<file path="config.mk">
export PLATFORM = sky130hd
export DESIGN_NAME = var_delay_reader_flat
export DESIGN_NICKNAME = d
export VERILOG_FILES = /design/src/rtl/emd_pkg.sv /design/src/rtl/var_delay_reader_if.sv /design/src/rtl/delay_ram_dp.sv /design/src/rtl/var_delay_reader.sv /design/src/flat_wrapper.sv
export SDC_FILE = /design/constraint.sdc
export NUM_CORES = 2
export LEC_CHECK = 0
export CORE_ASPECT_RATIO = 1.1
export CORE_UTILIZATION = 61
export DETAILED_ROUTE_END_ITERATION = 8
export PLACE_DENSITY = 0.77
export SLEW_MARGIN = 25
export SYNTH_ARGS = -nofsm -noshare
export SYNTH_HDL_FRONTEND = slang
export SYNTH_SLANG_ARGS = --single-unit
</file>
<file path="constraint.sdc">
create_clock -name CLK -period 8.2 [get_ports CLK]
set_clock_uncertainty 0.1 [all_clocks]
set_input_delay 2.05 -clock CLK [delete_from_list [all_inputs] [get_ports CLK]]
set_output_delay 2.05 -clock CLK [all_outputs]
set_load 0.05 [all_outputs]
</file>
<file path="src/rtl/emd_pkg.sv">
// rtl/emd_pkg.sv - shared EMD datapath types and sizing for the variable delay reader
package emd_pkg;

  localparam int DW            = 16;
  localparam int DEPTH         = 128;
  localparam int AW            = 7;
  localparam int DEFAULT_DELAY = 120;

  typedef logic signed [DW-1:0] sample_t;

  typedef enum logic {FILL, RUN} state_t;

  // A zero delay would read the slot being written; the shortest usable delay is 1.
  function automatic logic [AW-1:0] clamp_delay(input logic [AW-1:0] d);
    return (d == '0) ? AW'(1) : d;
  endfunction

endpackage

</file>
<file path="src/rtl/var_delay_reader_if.sv">
// rtl/var_delay_reader_if.sv - sample stream, delay load and delayed output of the delay reader
interface var_delay_reader_if;
  import emd_pkg::*;

  sample_t       Xin;
  logic          Xin_vld;
  logic [AW-1:0] Delay;
  logic          Delay_ld;
  sample_t       Xout;
  logic          Xout_vld;
  logic          Filling;

  modport master (
    output Xin, Xin_vld, Delay, Delay_ld,
    input  Xout, Xout_vld, Filling
  );

  modport slave (
    input  Xin, Xin_vld, Delay, Delay_ld,
    output Xout, Xout_vld, Filling
  );

endinterface

</file>
<file path="src/rtl/delay_ram_dp.sv">
// rtl/delay_ram_dp.sv - simple dual-port RAM, one write port and one registered read port
module delay_ram_dp #(
  parameter int DW    = 16,
  parameter int DEPTH = 128,
  parameter int AW    = 7
) (
  input  logic          CLK,
  input  logic          we,
  input  logic [AW-1:0] waddr,
  input  logic [DW-1:0] wdata,
  input  logic          re,
  input  logic [AW-1:0] raddr,
  output logic [DW-1:0] rdata
);

  logic [DW-1:0] mem [DEPTH];

  // No reset on storage or read register so the array maps onto RAM primitives.
  always_ff @(posedge CLK) begin
    if (we) mem[waddr] <= wdata;
    if (re) rdata <= mem[raddr];
  end

endmodule

</file>
<file path="src/rtl/var_delay_reader.sv">
// rtl/var_delay_reader.sv - programmable-depth sample delay read side (option: VAR_DELAY_ZERO_FILL_EN)
module var_delay_reader
  import emd_pkg::*;
(
  input  logic              CLK,
  input  logic              RST_N,
  var_delay_reader_if.slave bus
);

  state_t        state;
  logic [AW-1:0] wptr;
  logic [AW-1:0] fill_cnt;
  logic [AW-1:0] d_reg;
  logic [AW-1:0] new_d;
  logic [AW-1:0] fill_nxt;
  logic [AW-1:0] rd_addr;
  logic          filling_r;
  logic          xout_vld_r;
  logic          out_zero;
  logic          run_rd;
  logic [DW-1:0] rd_data;

  assign new_d    = clamp_delay(bus.Delay);
  assign fill_nxt = fill_cnt + AW'(1);
  // A sample coinciding with a delay load belongs to the new fill, so it never reads.
  assign run_rd   = bus.Xin_vld && (state == RUN) && !bus.Delay_ld;
  assign rd_addr  = wptr - d_reg;

  delay_ram_dp #(
    .DW    (DW),
    .DEPTH (DEPTH),
    .AW    (AW)
  ) u_ram (
    .CLK   (CLK),
    .we    (bus.Xin_vld),
    .waddr (wptr),
    .wdata (bus.Xin),
    .re    (run_rd),
    .raddr (rd_addr),
    .rdata (rd_data)
  );

  always_ff @(posedge CLK or negedge RST_N) begin
    if (!RST_N) begin
      state      <= FILL;
      wptr       <= '0;
      fill_cnt   <= '0;
      d_reg      <= AW'(DEFAULT_DELAY);
      filling_r  <= 1'b1;
      xout_vld_r <= 1'b0;
      out_zero   <= 1'b1;
    end else begin
      if (bus.Xin_vld) wptr <= wptr + AW'(1);

      if (bus.Delay_ld) begin
        d_reg    <= new_d;
        fill_cnt <= bus.Xin_vld ? AW'(1) : '0;
        if (bus.Xin_vld && new_d == AW'(1)) begin
          state     <= RUN;
          filling_r <= 1'b0;
        end else begin
          state     <= FILL;
          filling_r <= 1'b1;
        end
      end else if (state == FILL && bus.Xin_vld) begin
        fill_cnt <= fill_nxt;
        if (fill_nxt == d_reg) begin
          state     <= RUN;
          filling_r <= 1'b0;
        end
      end

`ifdef VAR_DELAY_ZERO_FILL_EN
      // Every accepted sample emits; samples without a RAM read emit zero.
      xout_vld_r <= bus.Xin_vld;
      if (bus.Xin_vld) out_zero <= !run_rd;
`else
      xout_vld_r <= run_rd;
      if (run_rd) out_zero <= 1'b0;
`endif
    end
  end

  // The RAM read register holds between reads; out_zero covers reset and zero-fill.
  assign bus.Xout     = out_zero ? '0 : rd_data;
  assign bus.Xout_vld = xout_vld_r;
  assign bus.Filling  = filling_r;

endmodule

</file>
<file path="src/flat_wrapper.sv">
// flat-port wrapper written by rule: the top's interface ports become plain ports
module var_delay_reader_flat import emd_pkg::*;
  (CLK, RST_N, bus_Xin, bus_Xin_vld, bus_Delay, bus_Delay_ld, bus_Xout, bus_Xout_vld, bus_Filling);
  var_delay_reader_if bus_i ();
  input  logic CLK;
  input  logic RST_N;
  input wire logic [$bits(bus_i.Xin)-1:0] bus_Xin;
  input wire logic [$bits(bus_i.Xin_vld)-1:0] bus_Xin_vld;
  input wire logic [$bits(bus_i.Delay)-1:0] bus_Delay;
  input wire logic [$bits(bus_i.Delay_ld)-1:0] bus_Delay_ld;
  output wire logic [$bits(bus_i.Xout)-1:0] bus_Xout;
  output wire logic [$bits(bus_i.Xout_vld)-1:0] bus_Xout_vld;
  output wire logic [$bits(bus_i.Filling)-1:0] bus_Filling;
  assign bus_i.Xin = bus_Xin;
  assign bus_i.Xin_vld = bus_Xin_vld;
  assign bus_i.Delay = bus_Delay;
  assign bus_i.Delay_ld = bus_Delay_ld;
  assign bus_Xout = bus_i.Xout;
  assign bus_Xout_vld = bus_i.Xout_vld;
  assign bus_Filling = bus_i.Filling;
  var_delay_reader u_core (.CLK(CLK), .RST_N(RST_N), .bus(bus_i));
endmodule
</file>
After elaboration in Yosys (flattened, before gate mapping). Memories as Yosys holds them, arrays and structs flattened. A register that Yosys moved wholly into a read port is not among the register bits. Index checks and enable logic that the tools add are counted.

Bitwise operators: 1. Reduce and logical (&&, ||, !) cells: 9. Add/subtract/negate cells: 3. Equality and inequality tests: 2. Multiplexer cells: 15.

Operators with widths (number): $mux 7 (3); $mux 16 (1); $add 7x1->7 const B (2); $mux 1 (11); $eq 7x1->1 const B (1); $eq 7x7->1 (1); $logic_not 7->1 (1); $sub 7x7->7 (1); $logic_and 1x1->1 (4); $reduce_bool 2->1 (2); $reduce_and 2->1 (1); $logic_not 1->1 (1); $not 1->1 (1).

Memories: 1. Memory bits (writable): 2048. Register bits: 25. Input port bits: 27.

Memory list: u_core.u_ram.mem (words 128, bits a word 16, read ports 1, clocked after Yosys merged registers in 1, wr ports 1, RTL line delay_ram_dp.sv:16) `logic [DW-1:0] mem [DEPTH];`.

Logic depth before layout (Yosys ltp).
Depth in word-level cells: 6. Mapped depth: 15. Depth with buffers taken out: 10.

Hierarchy. Synthesis repeated with hierarchy kept, for this count alone.

Cells, all modules: 3275. Area total of the unflattened synthesis: 80315.8 µm².

By module, submodules not included: delay_ram_dp (instances 1, cells each 3086, area an instance 78683.0 µm², sequential area each 61979.4 µm²); var_delay_reader (instances 1, cells each 189, area an instance 1632.8 µm², sequential area each 633.1 µm²).

Worst setup path after synthesis. Ideal clock, no wire load.

Path kind: input to register. Start point: input bus_Xin_vld. End point: memory u_core.u_ram.mem[31][0] (enable). Arrival time: 4.281 ns. Cell stages on the path: 4. Path slack: 3.389 ns. Setup time: 0.430 ns. Required time: 7.670 ns. Cells stage by stage: clkbuf_1 > nand4_1 > clkbuf_1 > nor4_1.

Word-level cells in the longest chain between the ends: 2.

Ends and longest elaborated chain: start, declared (RTL line flat_wrapper.sv:8) `input wire logic [$bits(bus_i.Xin_vld)-1:0] bus_Xin_vld;`; $mux 1 (RTL line delay_ram_dp.sv:20) `if (we) mem[waddr] <= wdata;`; $mux 1 (not written as such) (RTL line delay_ram_dp.sv:20); end, declared (RTL line delay_ram_dp.sv:16).

Every way passes these cells.

Final worst setup path.
Start point: register u_core.wptr[0]. End point: register u_core.u_ram.rdata[15] (read register of u_core.u_ram.mem), data pin.

Word-level cells in the longest chain between the ends: 1.

Ends and longest elaborated chain: start, declared (RTL line var_delay_reader.sv:11) `logic [AW-1:0] wptr;`; start signal, assigned (RTL line var_delay_reader.sv:53) `if (bus.Xin_vld) wptr <= wptr + AW'(1);`; $sub 7x7->7 (RTL line var_delay_reader.sv:27) `assign rd_addr = wptr - d_reg;`; end, declared (RTL line delay_ram_dp.sv:13) `output logic [DW-1:0] rdata`.

Every way passes these cells. A chain may end at the register's enable or synchronous reset.

==> results.ini <==
[setup_path]
cp_slowest_cell = fa_4
max_stage_delay_ns = 1.46
arrival_ns = 6.29
worstSetupPathType = reg2reg
critPathRequiredTime_ns = 8.68
critPathCaptureType = flop
cp-start-kind = flop
crit_chain = inv_1, ha_4, fa_4, buf_4, buf_4, mux4_2, mux4_2, o32ai_1, nand2_1, and4b_1
path_max_fanout = 50

[detailed_routing]
drtIter0Drc = 6472
drc = 0
vias_per_cell = 7.02
vias = 40309
wirelength_um = 206000
final_antenna_net_count = 0
drt-pass1-iter-count = 6
wl_per_cell_um = 35.8

[clock_network]
post_cts_buffers = 0
clock_latency_ns = 0.83
cts_buffers = 193
clkTransAtPathRegs_ns = 0.06
cts_root_buf = clkbuf_16
clock_tree.buffer_depth = 3
cts_hold_buffers = 0
cts_sinks = 2089
cts_tree = yes
cts_max_level = 4
postCtsResizedCells = 0

[placement]
place_ws_ns = 2.58
port_buffers = 44
gp_congestion = 0.875
dp_cells = 5384
dp_hpwl_um = 113000
placed_area_um2 = 84300

[yosys]
synth_edf_count = 2064
synth_compound_gate_area_share = 0.0101
ys_types = 59
async_flop_share = 0.0120
synth_xor_area_frac = 0.00322
synth.ff_latch_count = 2089
ys_warn_count = 0
synthMuxAreaShare = 0.171
synth_seq_area_share = 0.774
netlist_instances = 3578
syn_nets = 3614
syn_area_um2 = 80900
synth-simple-area-share = 0.0276
synthFlopType = edfxtp_1
avgSynthCellArea_um2 = 22.6
synth_top_family_by_area = multiplexers
synth_fa_ha_area_frac = 0.00149

[final_layout]
area.growth.synth_to_final_pct = 12.0
largestRegisters = u_core.u_ram.mem: 2048 flops, u_core.u_ram.rdata: 16 flops
final_area_um2 = 90600
final_cells = 5740
layout_commonest_cell = edfxtp_1
fillers = 7429
largest_reg_flops = 2048
fin_nets = 3853
layout_common_cells = edfxtp_1 (2064), mux4_2 (584), clkbuf_16 (195)
utilization = 0.692
largest-register = u_core.u_ram.mem
drive_above_1_share = 0.284

[timing]
layout_setup_ws_ns = 2.39
whs_ns = 0.420
rsz0062_at_grt = no
drv_slew = 0
fmax_mhz = 172
worst_slew_pin_slew_ns = 1.12
hold_viol = 0
setup_viol = 0
slew_headroom = 0.250
period_share = 0.708
period_needed_ns = 5.81
finalSetupTns_ns = 0

[run_status]
run_status = finished, final reports clean

[die]
die_x_um = 349
num_rows = 139
initial_core_util = 0.618
core_area_um2 = 131000
ioPinCount = 45
dieArea_um2 = 134000
die_h_um = 384

[grt]
grt_max_degree = 107
grt.total_usage = 0.313
grt_antenna_before_repair = 7
grt_pass1_wl_um = 292000
grt_pass1_vias = 40340
grt_remaining_overflow = 0

[power]
p_leak_nw = 28.5
power.total_mw = 35.6
powerDensity_nw_per_um2 = 393
ir_drop_mv = 0.443

[flow_run]
cap_violations = 0

[min_path]
min_path_type = reg2reg

## synthesized netlist by cell type (all sizes together) (11+ instances only)
cell / count / area [um2]
and3: 12 / 75.1
mux4: 584 / 13200
dfrtp: 19 / 475
mux2i: 50 / 500
nand2: 168 / 631
a22oi: 22 / 165
clkbuf: 77 / 289
nand4: 34 / 213
o21ai: 20 / 100
mux2: 16 / 180
nor3: 11 / 55.1
nor2: 151 / 569
nor2b: 30 / 188
nand3: 58 / 290
xor2: 13 / 114
a32oi: 17 / 149
buf: 116 / 681
xnor2: 15 / 146
edfxtp: 2064 / 62000
## cell type report
| type | count | area [um2] | share of cell area |
|---|---|---|---|
| antenna | 2 | 5.00 | 0.0000553 |
| clock buffer | 225 | 4990 | 0.0551 |
| clock inverter | 129 | 1220 | 0.0135 |
| inverter | 9 | 33.8 | 0.000373 |
| multi-input combinational | 1287 | 17400 | 0.193 |
| sequential | 2089 | 62600 | 0.691 |
| tap | 1762 | 2200 | 0.0243 |
| timing repair buffer | 237 | 2050 | 0.0227 |
## critical path, delay by kind of cell (launching register included)
kind / cells / cell delay [ns]
AOI/OAI and AO/OA: 1 / 0.47
muxes: 2 / 0.86
and+or+nand+nor: 2 / 0.40
buffers and inverters: 3 / 1.12
adders and majority gates: 2 / 1.70
DFF: 1 / 0.84
## path summary, 6_finish.rpt
path | startpoint | end | slack (ns) | cells after the start
max in group asynchronous | RST_N | u_core.out_zero$_DFFE_PN1P_ | 6.13 | 2
setup / recovery | u_core.wptr[0]$_DFFE_PN0P_ | u_core.u_ram.rdata[15]$_DFFE_PP_ | 2.39 | 10
hold reg to reg | u_core.bus.Filling$_DFFE_PN1P_ | u_core.bus.Filling$_DFFE_PN1P_ | 0.42 | 1
setup reg to reg | u_core.wptr[0]$_DFFE_PN0P_ | u_core.u_ram.rdata[15]$_DFFE_PP_ | 2.39 | 10
min in group asynchronous | RST_N | u_core.bus.Xout_vld$_DFF_PN0_ | 1.52 | 2
hold / removal | u_core.bus.Filling$_DFFE_PN1P_ | u_core.bus.Filling$_DFFE_PN1P_ | 0.42 | 1
## layer usage
metal	wire length (um)	GRT usage	vias to the layer above
met3	23300	0.0657	506
met4	9470	0.139	8
li1	-	-	15560
met2	102000	0.499	3084
met5	60	0	-
met1	71200	0.424	21151
## logic make-up after synthesis
group | count (synthesis)
DFF | 2089
muxes | 650
and+or+nand+nor | 493
buffers and inverters | 202
AOI/OAI and AO/OA | 107
xor gates and xnor gates | 28
adders and majority gates | 9
## power by group
| part | switching (mW) | internal (mW) |
|---|---|---|
| logic | 8.66 | 5.98 |
| registers | 0.132 | 12.0 |
| clock network | 3.94 | 4.89 |
No activity file was read; power rests on OpenSTA's default activity.
